**config.mk**
```make
export PLATFORM = sky130hd
export DESIGN_NAME = count_sequencer_flat
export DESIGN_NICKNAME = d
export VERILOG_FILES = /design/src/rtl/count_sequencer_if.sv /design/src/rtl/count_sequencer.sv /design/src/flat_wrapper.sv
export SDC_FILE = /design/constraint.sdc
export NUM_CORES = 1
export LEC_CHECK = 0
export BUFFER_PORTS_ARGS = -buffer_cell sky130_fd_sc_hd__buf_2
export CAP_MARGIN = 20
export CORE_MARGIN = 2
export CORE_UTILIZATION = 56
export CTS_BUF_LIST = sky130_fd_sc_hd__clkbuf_2
export CTS_CLUSTER_SIZE = 30
export DETAILED_ROUTE_END_ITERATION = 12
export PLACE_DENSITY = 0.81
export SLEW_MARGIN = 20
export SYNTH_ARGS = -nofsm -noshare
export SYNTH_HDL_FRONTEND = slang
export SYNTH_SLANG_ARGS = --single-unit
```
**constraint.sdc**
```tcl
create_clock -name clock -period 2.7 [get_ports clock]
set_clock_uncertainty 0.1 [all_clocks]
set_input_delay 0.54 -clock clock [delete_from_list [all_inputs] [get_ports clock]]
set_output_delay 0.54 -clock clock [all_outputs]
set_load 0.1 [all_outputs]
```
**src/rtl/count_sequencer_if.sv**
```systemverilog
// Control and status bundle between a count_sequencer and whoever drives it
// (switch/button logic or a host FSM on one side, display/LED logic on the other).
interface count_sequencer_if #(
    parameter int CNT_W  = 4,
    parameter int WRAP_W = 8
);
    logic              start_i;
    logic              stop_i;
    logic              pause_i;
    logic              auto_reload_i;
    logic [CNT_W-1:0]  limit_i;
    logic [CNT_W-1:0]  count_o;
    logic              busy_o;
    logic              paused_o;
    logic              done_o;
    logic [WRAP_W-1:0] wrap_cnt_o;

    modport master (
        output start_i, stop_i, pause_i, auto_reload_i, limit_i,
        input  count_o, busy_o, paused_o, done_o, wrap_cnt_o
    );

    modport slave (
        input  start_i, stop_i, pause_i, auto_reload_i, limit_i,
        output count_o, busy_o, paused_o, done_o, wrap_cnt_o
    );
endinterface

```
**src/rtl/count_sequencer.sv**
```systemverilog
// Start/stop/pause sequencer for a small up-counter with one-shot or auto-reload mode.
// Define COUNT_PRESCALE_EN to advance the count only once every PRESC_DIV clocks.
module count_sequencer #(
    parameter int CNT_W     = 4,
    parameter int WRAP_W    = 8,
    parameter int PRESC_DIV = 50
) (
    input  logic               clock,
    input  logic               reset,
    count_sequencer_if.slave   bus
);
    typedef enum logic [1:0] {
        IDLE  = 2'd0,
        RUN   = 2'd1,
        PAUSE = 2'd2,
        DONE  = 2'd3
    } state_t;

    state_t            state, state_next;
    logic [CNT_W-1:0]  count, count_next;
    logic [CNT_W-1:0]  limit_q, limit_next;
    logic              reload_q, reload_next;
    logic [WRAP_W-1:0] wrap_cnt, wrap_next;
    logic              done, done_next;
    logic              busy, paused;
    logic              advance_en;
    logic              start_cmd;

`ifdef COUNT_PRESCALE_EN
    localparam int PRESC_W = (PRESC_DIV > 1) ? $clog2(PRESC_DIV) : 1;
    localparam logic [PRESC_W-1:0] PRESC_LAST = PRESC_W'(PRESC_DIV - 1);

    logic [PRESC_W-1:0] presc, presc_next;

    assign advance_en = (presc == PRESC_LAST);
`else
    // Without the prescaler every RUN cycle is an advance cycle.
    assign advance_en = (PRESC_DIV >= 1);
`endif

    // Stop beats start when both arrive in IDLE or DONE.
    assign start_cmd = bus.start_i && !bus.stop_i;

    // State register plus every registered output; busy/paused follow the next state.
    always_ff @(posedge clock) begin
        if (reset) begin
            state    <= IDLE;
            count    <= '0;
            limit_q  <= '0;
            reload_q <= 1'b0;
            wrap_cnt <= '0;
            done     <= 1'b0;
            busy     <= 1'b0;
            paused   <= 1'b0;
`ifdef COUNT_PRESCALE_EN
            presc    <= '0;
`endif
        end else begin
            state    <= state_next;
            count    <= count_next;
            limit_q  <= limit_next;
            reload_q <= reload_next;
            wrap_cnt <= wrap_next;
            done     <= done_next;
            busy     <= (state_next == RUN) || (state_next == PAUSE);
            paused   <= (state_next == PAUSE);
`ifdef COUNT_PRESCALE_EN
            presc    <= presc_next;
`endif
        end
    end

    // Next-state logic.
    always_comb begin
        state_next = state;
        case (state)
            IDLE: begin
                if (start_cmd) state_next = RUN;
            end
            RUN: begin
                if (bus.stop_i)
                    state_next = IDLE;
                else if (bus.pause_i)
                    state_next = PAUSE;
                else if (advance_en && (count == limit_q) && !reload_q)
                    state_next = DONE;
            end
            PAUSE: begin
                if (bus.stop_i)
                    state_next = IDLE;
                else if (!bus.pause_i)
                    state_next = RUN;
            end
            DONE: begin
                if (bus.stop_i)
                    state_next = IDLE;
                else if (bus.start_i)
                    state_next = RUN;
            end
            default: state_next = IDLE;
        endcase
    end

    // Datapath next values: count, latched settings, reload counter, done pulse.
    always_comb begin
        count_next  = count;
        limit_next  = limit_q;
        reload_next = reload_q;
        wrap_next   = wrap_cnt;
        done_next   = 1'b0;
`ifdef COUNT_PRESCALE_EN
        presc_next  = presc;
`endif
        case (state)
            IDLE, DONE: begin
                if (bus.stop_i || state == IDLE)
                    count_next = '0;
                if (start_cmd) begin
                    count_next  = '0;
                    limit_next  = bus.limit_i;
                    reload_next = bus.auto_reload_i;
                    wrap_next   = '0;
`ifdef COUNT_PRESCALE_EN
                    presc_next  = '0;
`endif
                end
            end
            RUN: begin
                if (bus.stop_i) begin
                    count_next = '0;
                end else if (!bus.pause_i) begin
`ifdef COUNT_PRESCALE_EN
                    presc_next = advance_en ? '0 : presc + PRESC_W'(1);
`endif
                    if (advance_en) begin
                        if (count != limit_q) begin
                            count_next = count + CNT_W'(1);
                        end else begin
                            done_next = 1'b1;
                            if (reload_q) begin
                                count_next = '0;
                                if (wrap_cnt != {WRAP_W{1'b1}})
                                    wrap_next = wrap_cnt + WRAP_W'(1);
                            end
                        end
                    end
                end
            end
            PAUSE: begin
                if (bus.stop_i) count_next = '0;
            end
            default: count_next = '0;
        endcase
    end

    assign bus.count_o    = count;
    assign bus.busy_o     = busy;
    assign bus.paused_o   = paused;
    assign bus.done_o     = done;
    assign bus.wrap_cnt_o = wrap_cnt;
endmodule

```
**src/flat_wrapper.sv**
```systemverilog
// flat-port wrapper written by rule: the top's interface ports become plain ports
module count_sequencer_flat 
#(
    parameter int CNT_W     = 4,
    parameter int WRAP_W    = 8,
    parameter int PRESC_DIV = 50
)
  (clock, reset, bus_start_i, bus_stop_i, bus_pause_i, bus_auto_reload_i, bus_limit_i, bus_count_o, bus_busy_o, bus_paused_o, bus_done_o, bus_wrap_cnt_o);
  count_sequencer_if #(.CNT_W(CNT_W), .WRAP_W(WRAP_W)) bus_i ();
  input  logic clock;
  input  logic reset;
  input wire logic [$bits(bus_i.start_i)-1:0] bus_start_i;
  input wire logic [$bits(bus_i.stop_i)-1:0] bus_stop_i;
  input wire logic [$bits(bus_i.pause_i)-1:0] bus_pause_i;
  input wire logic [$bits(bus_i.auto_reload_i)-1:0] bus_auto_reload_i;
  input wire logic [$bits(bus_i.limit_i)-1:0] bus_limit_i;
  output wire logic [$bits(bus_i.count_o)-1:0] bus_count_o;
  output wire logic [$bits(bus_i.busy_o)-1:0] bus_busy_o;
  output wire logic [$bits(bus_i.paused_o)-1:0] bus_paused_o;
  output wire logic [$bits(bus_i.done_o)-1:0] bus_done_o;
  output wire logic [$bits(bus_i.wrap_cnt_o)-1:0] bus_wrap_cnt_o;
  assign bus_i.start_i = bus_start_i;
  assign bus_i.stop_i = bus_stop_i;
  assign bus_i.pause_i = bus_pause_i;
  assign bus_i.auto_reload_i = bus_auto_reload_i;
  assign bus_i.limit_i = bus_limit_i;
  assign bus_count_o = bus_i.count_o;
  assign bus_busy_o = bus_i.busy_o;
  assign bus_paused_o = bus_i.paused_o;
  assign bus_done_o = bus_i.done_o;
  assign bus_wrap_cnt_o = bus_i.wrap_cnt_o;
  count_sequencer #(.CNT_W(CNT_W), .WRAP_W(WRAP_W), .PRESC_DIV(PRESC_DIV)) u_core (.clock(clock), .reset(reset), .bus(bus_i));
endmodule
```
==> metrics.cfg <==
[placed_design]
gp_congestion=0.836
place_area_um2=1340
hpwl_um=2050
io_buffers=24

[global_routing]
grt_max_degree=18
grt-ovfl-total=0
grt_usage_pct=23.8
grt_antenna_before_repair=0
grt_pass1_wl_um=4710
grt_pass1_vias=1085

[run]
drv_cap=0

[synthesis]
ys_types=37
ys.flop_type=dfxtp_1
synth_compound_area_share_pct=23.1
synthArstFlopShare_pct=0
synthAdderAreaFrac_pct=7.26
synth_simple_gate_area_share_pct=23.9
synth_area_um2=1210
synth_xor_area_share_pct=2.90
avgSynthCellArea_um2=7.94
synth_top_family_by_area=simple AND/OR/NAND/NOR gates
muxShareOfSynthArea_pct=0.830
ys_warn_count=0
syn_inst=152
synth_edf_count=0
syn_nets=169
ys_seq_elements=22
yosysSeqAreaShare_pct=36.5

[clocking]
path_clk_slew_ps=200
cts_made_buffers=3
postCtsSetupRepairBufs=0
clockBufferDepth=2
h-tree-depth=1
cts_tree=yes
worstSkewPairLatency_ps=330
cts.sinks=22
cts_root_buf=clkbuf_2

[power]
p_leak_nw=0.558
p_int_mw=0.444
swShare_pct=39.3
pwr-share-seq_pct=48.5
ir_drop_mv=0.411
p_clk_share_pct=18.1
power.density_nw_per_um2=540
comb_power_share_pct=33.4
power.switching_mw=0.288

[run_status]
status=completed

[sta]
finalSetupTns_ps=0
max_freq_mhz=391
hold_viol=0
relSlewSlack_pct=67.1
drv_slew=0
grt_setup_unrepaired=no
setup_viol=0
period_minus_slack_ps=2560
period_share_pct=94.7
worstMarginPinSlew_ps=498

[critical_path]
critPathLaunchType=register
cp_slowest_cell=or4_1
critPathArrivalTime_ps=2730
cp-end-kind=register
reg2regPathDepth=7
worst-path-max-fanout=15
worstPathRequired_ps=2880
r2r_setup_slack_ps=140
r2r_end=u_core.bus.wrap_cnt_o[7]
slowest_delay_ps=490
crit_chain=inv_1, ha_1, nor2_1, o221ai_1, a211o_2, or4_1, a21oi_1
worstSetupPathType=register to register
r2r-start=u_core.state[0]

[layout]
fillCellCount=195
drive_above_1_share_pct=17.2
n_antenna_cell=0
syn_to_final_growth_pct=12.3
nNetsFinal=192
final_area_um2=1360

[route]
dr.pass1.iters=4
wl_per_cell_um=14.0
drt-initial-drc-count=46
met3_length_um=142
met1_length_um=1280
maxUsedRoutingLayer=met4
viasPerCell=5.93
wirelength_um=2810
vias=1192
postRouteAntennaNets=0
drc_errors=0
dr_wl_met2_um=1350

[hold_path]
holdPathStages=3
hold_start=bus_limit_i[0]
min_to=u_core.limit_q[0]
min_path_type=input port to register

[die]
core_um2=2000
die_h_um=50.4
start_util_pct=60.3
ios=25
die-area_um2=2540
rows=16
die_w_um=50.4

## synthesized netlist by cell type (2+ instances only)
master / number / area, µm²
buf_2: 2 / 10.0
nor3_1: 2 / 10.0
xnor2_1: 4 / 35.0
ha_1: 7 / 87.6
dfxtp_1: 22 / 440
nand4_1: 2 / 12.5
clkbuf_1: 4 / 15.0
o221ai_1: 3 / 26.3
o31ai_1: 4 / 30.0
o21ai_0: 10 / 50.1
a21oi_1: 18 / 90.1
or4_1: 3 / 22.5
or3_1: 4 / 25.0
nor2_1: 10 / 37.5
nand2b_1: 2 / 12.5
nand2_1: 16 / 60.1
nor3b_1: 2 / 15.0
nand3_1: 10 / 50.1
inv_1: 9 / 33.8
## worst max-delay path: cells and delay by family (launching register included)
| kind | cells | cell delay (ps) |
|---|---|---|
| compound gates | 3 | 730 |
| fa+ha+maj | 1 | 420 |
| buf+inv | 1 | 110 |
| flops | 1 | 480 |
| simple gates | 2 | 640 |
## through the flow
| stage | utilization [%] | hold slack, ps | power (mW) | std cells | setup WS (ps) |
|---|---|---|---|---|---|
| 6_report | 67.7 | 316 | 0.732 | 201 | 142 |
| 2_1_floorplan | - | 366 | 0.552 | 152 | 251 |
| 3_3_place_gp | 66.7 | 378 | 0.592 | 197 | 347 |
| 3_5_place_dp | 66.7 | 383 | 0.601 | 197 | 202 |
| 4_1_cts | 67.6 | 305 | 0.731 | 201 | 145 |
| 5_1_grt | 67.7 | 293 | 0.777 | 201 | 9.12 |
## kinds of logic after synthesis
| kind of cell | count (synthesis) |
|---|---|
| AO/OA/AOI/OAI | 45 |
| XOR/XNOR | 4 |
| adder cells (fa/ha/maj) | 7 |
| buffers and inverters | 16 |
| flip-flops | 22 |
| multiplexers | 1 |
| AND/OR/NAND/NOR | 57 |
## final cells by class
| type | instances | area, µm² | area share [%] |
|---|---|---|---|
| timing repair buffer | 25 | 128 | 9.42 |
| clock inverter | 1 | 3.75 | 0.277 |
| inverter | 9 | 33.8 | 2.49 |
| sequential | 22 | 440 | 32.5 |
| tap | 27 | 33.8 | 2.49 |
| clock buffer | 3 | 15.0 | 1.11 |
| multi-input combinational | 114 | 701 | 51.7 |
## layout by cell type, fill, tap and decap left out, drive strengths merged, types with 2 or more instances in the layout
cell type and count:
o31ai 4, nand2 16, nor3b 2, o221ai 3
nand3 10, ha 7, buf 25, inv 9
dfxtp 22, nor3 2, a21oi 18, xnor2 4
nand2b 2, or3 4, or4 3, nor2 10
o21ai 10, nand4 2, clkbuf 3
## power by group through the flow
stage	logic (mW)	registers [mW]	clock network, mW
5_1_grt	0.271	0.357	0.149
4_1_cts	0.241	0.354	0.135
6_report	0.245	0.355	0.133
3_3_place_gp	0.232	0.360	0
2_1_floorplan	0.146	0.407	0
3_5_place_dp	0.240	0.361	0
## layer usage
metal / vias up / track usage [%]
met3: 7 / 3.57
li1: 598 / -
met4: 0 / 7.66
met1: 545 / 31.5
met2: 42 / 39.9
met5: - / 0
## registers in the layout, summed over array words and instances, names as in the netlist
name	flops
u_core.bus.busy_o	1
u_core.reload_q	1
u_core.bus.done_o	1
u_core.bus.wrap_cnt_o	8
u_core.limit_q	4
u_core.bus.paused_o	1
u_core.bus.count_o	4
u_core.state	2
## worst max path at each step
stage / to / slack (ps) / startpoint
floorplan: u_core.bus.busy_o / 250 / u_core.bus.count_o[0]
global placement: u_core.bus.wrap_cnt_o[5] / 350 / u_core.state[0]
detailed placement: u_core.bus.wrap_cnt_o[7] / 200 / u_core.state[0]
CTS: u_core.bus.wrap_cnt_o[7] / 140 / u_core.state[0]
global route: u_core.bus.wrap_cnt_o[7] / 9 / u_core.state[0]
finish: u_core.bus.wrap_cnt_o[7] / 140 / u_core.state[0]
## repair_timing
item	4_1_cts	5_1_grt
gates resized for setup	0	1
hold buffers	0	0
setup endpoints to repair	0	3
Note: power is estimated with default switching activity, not from simulation.
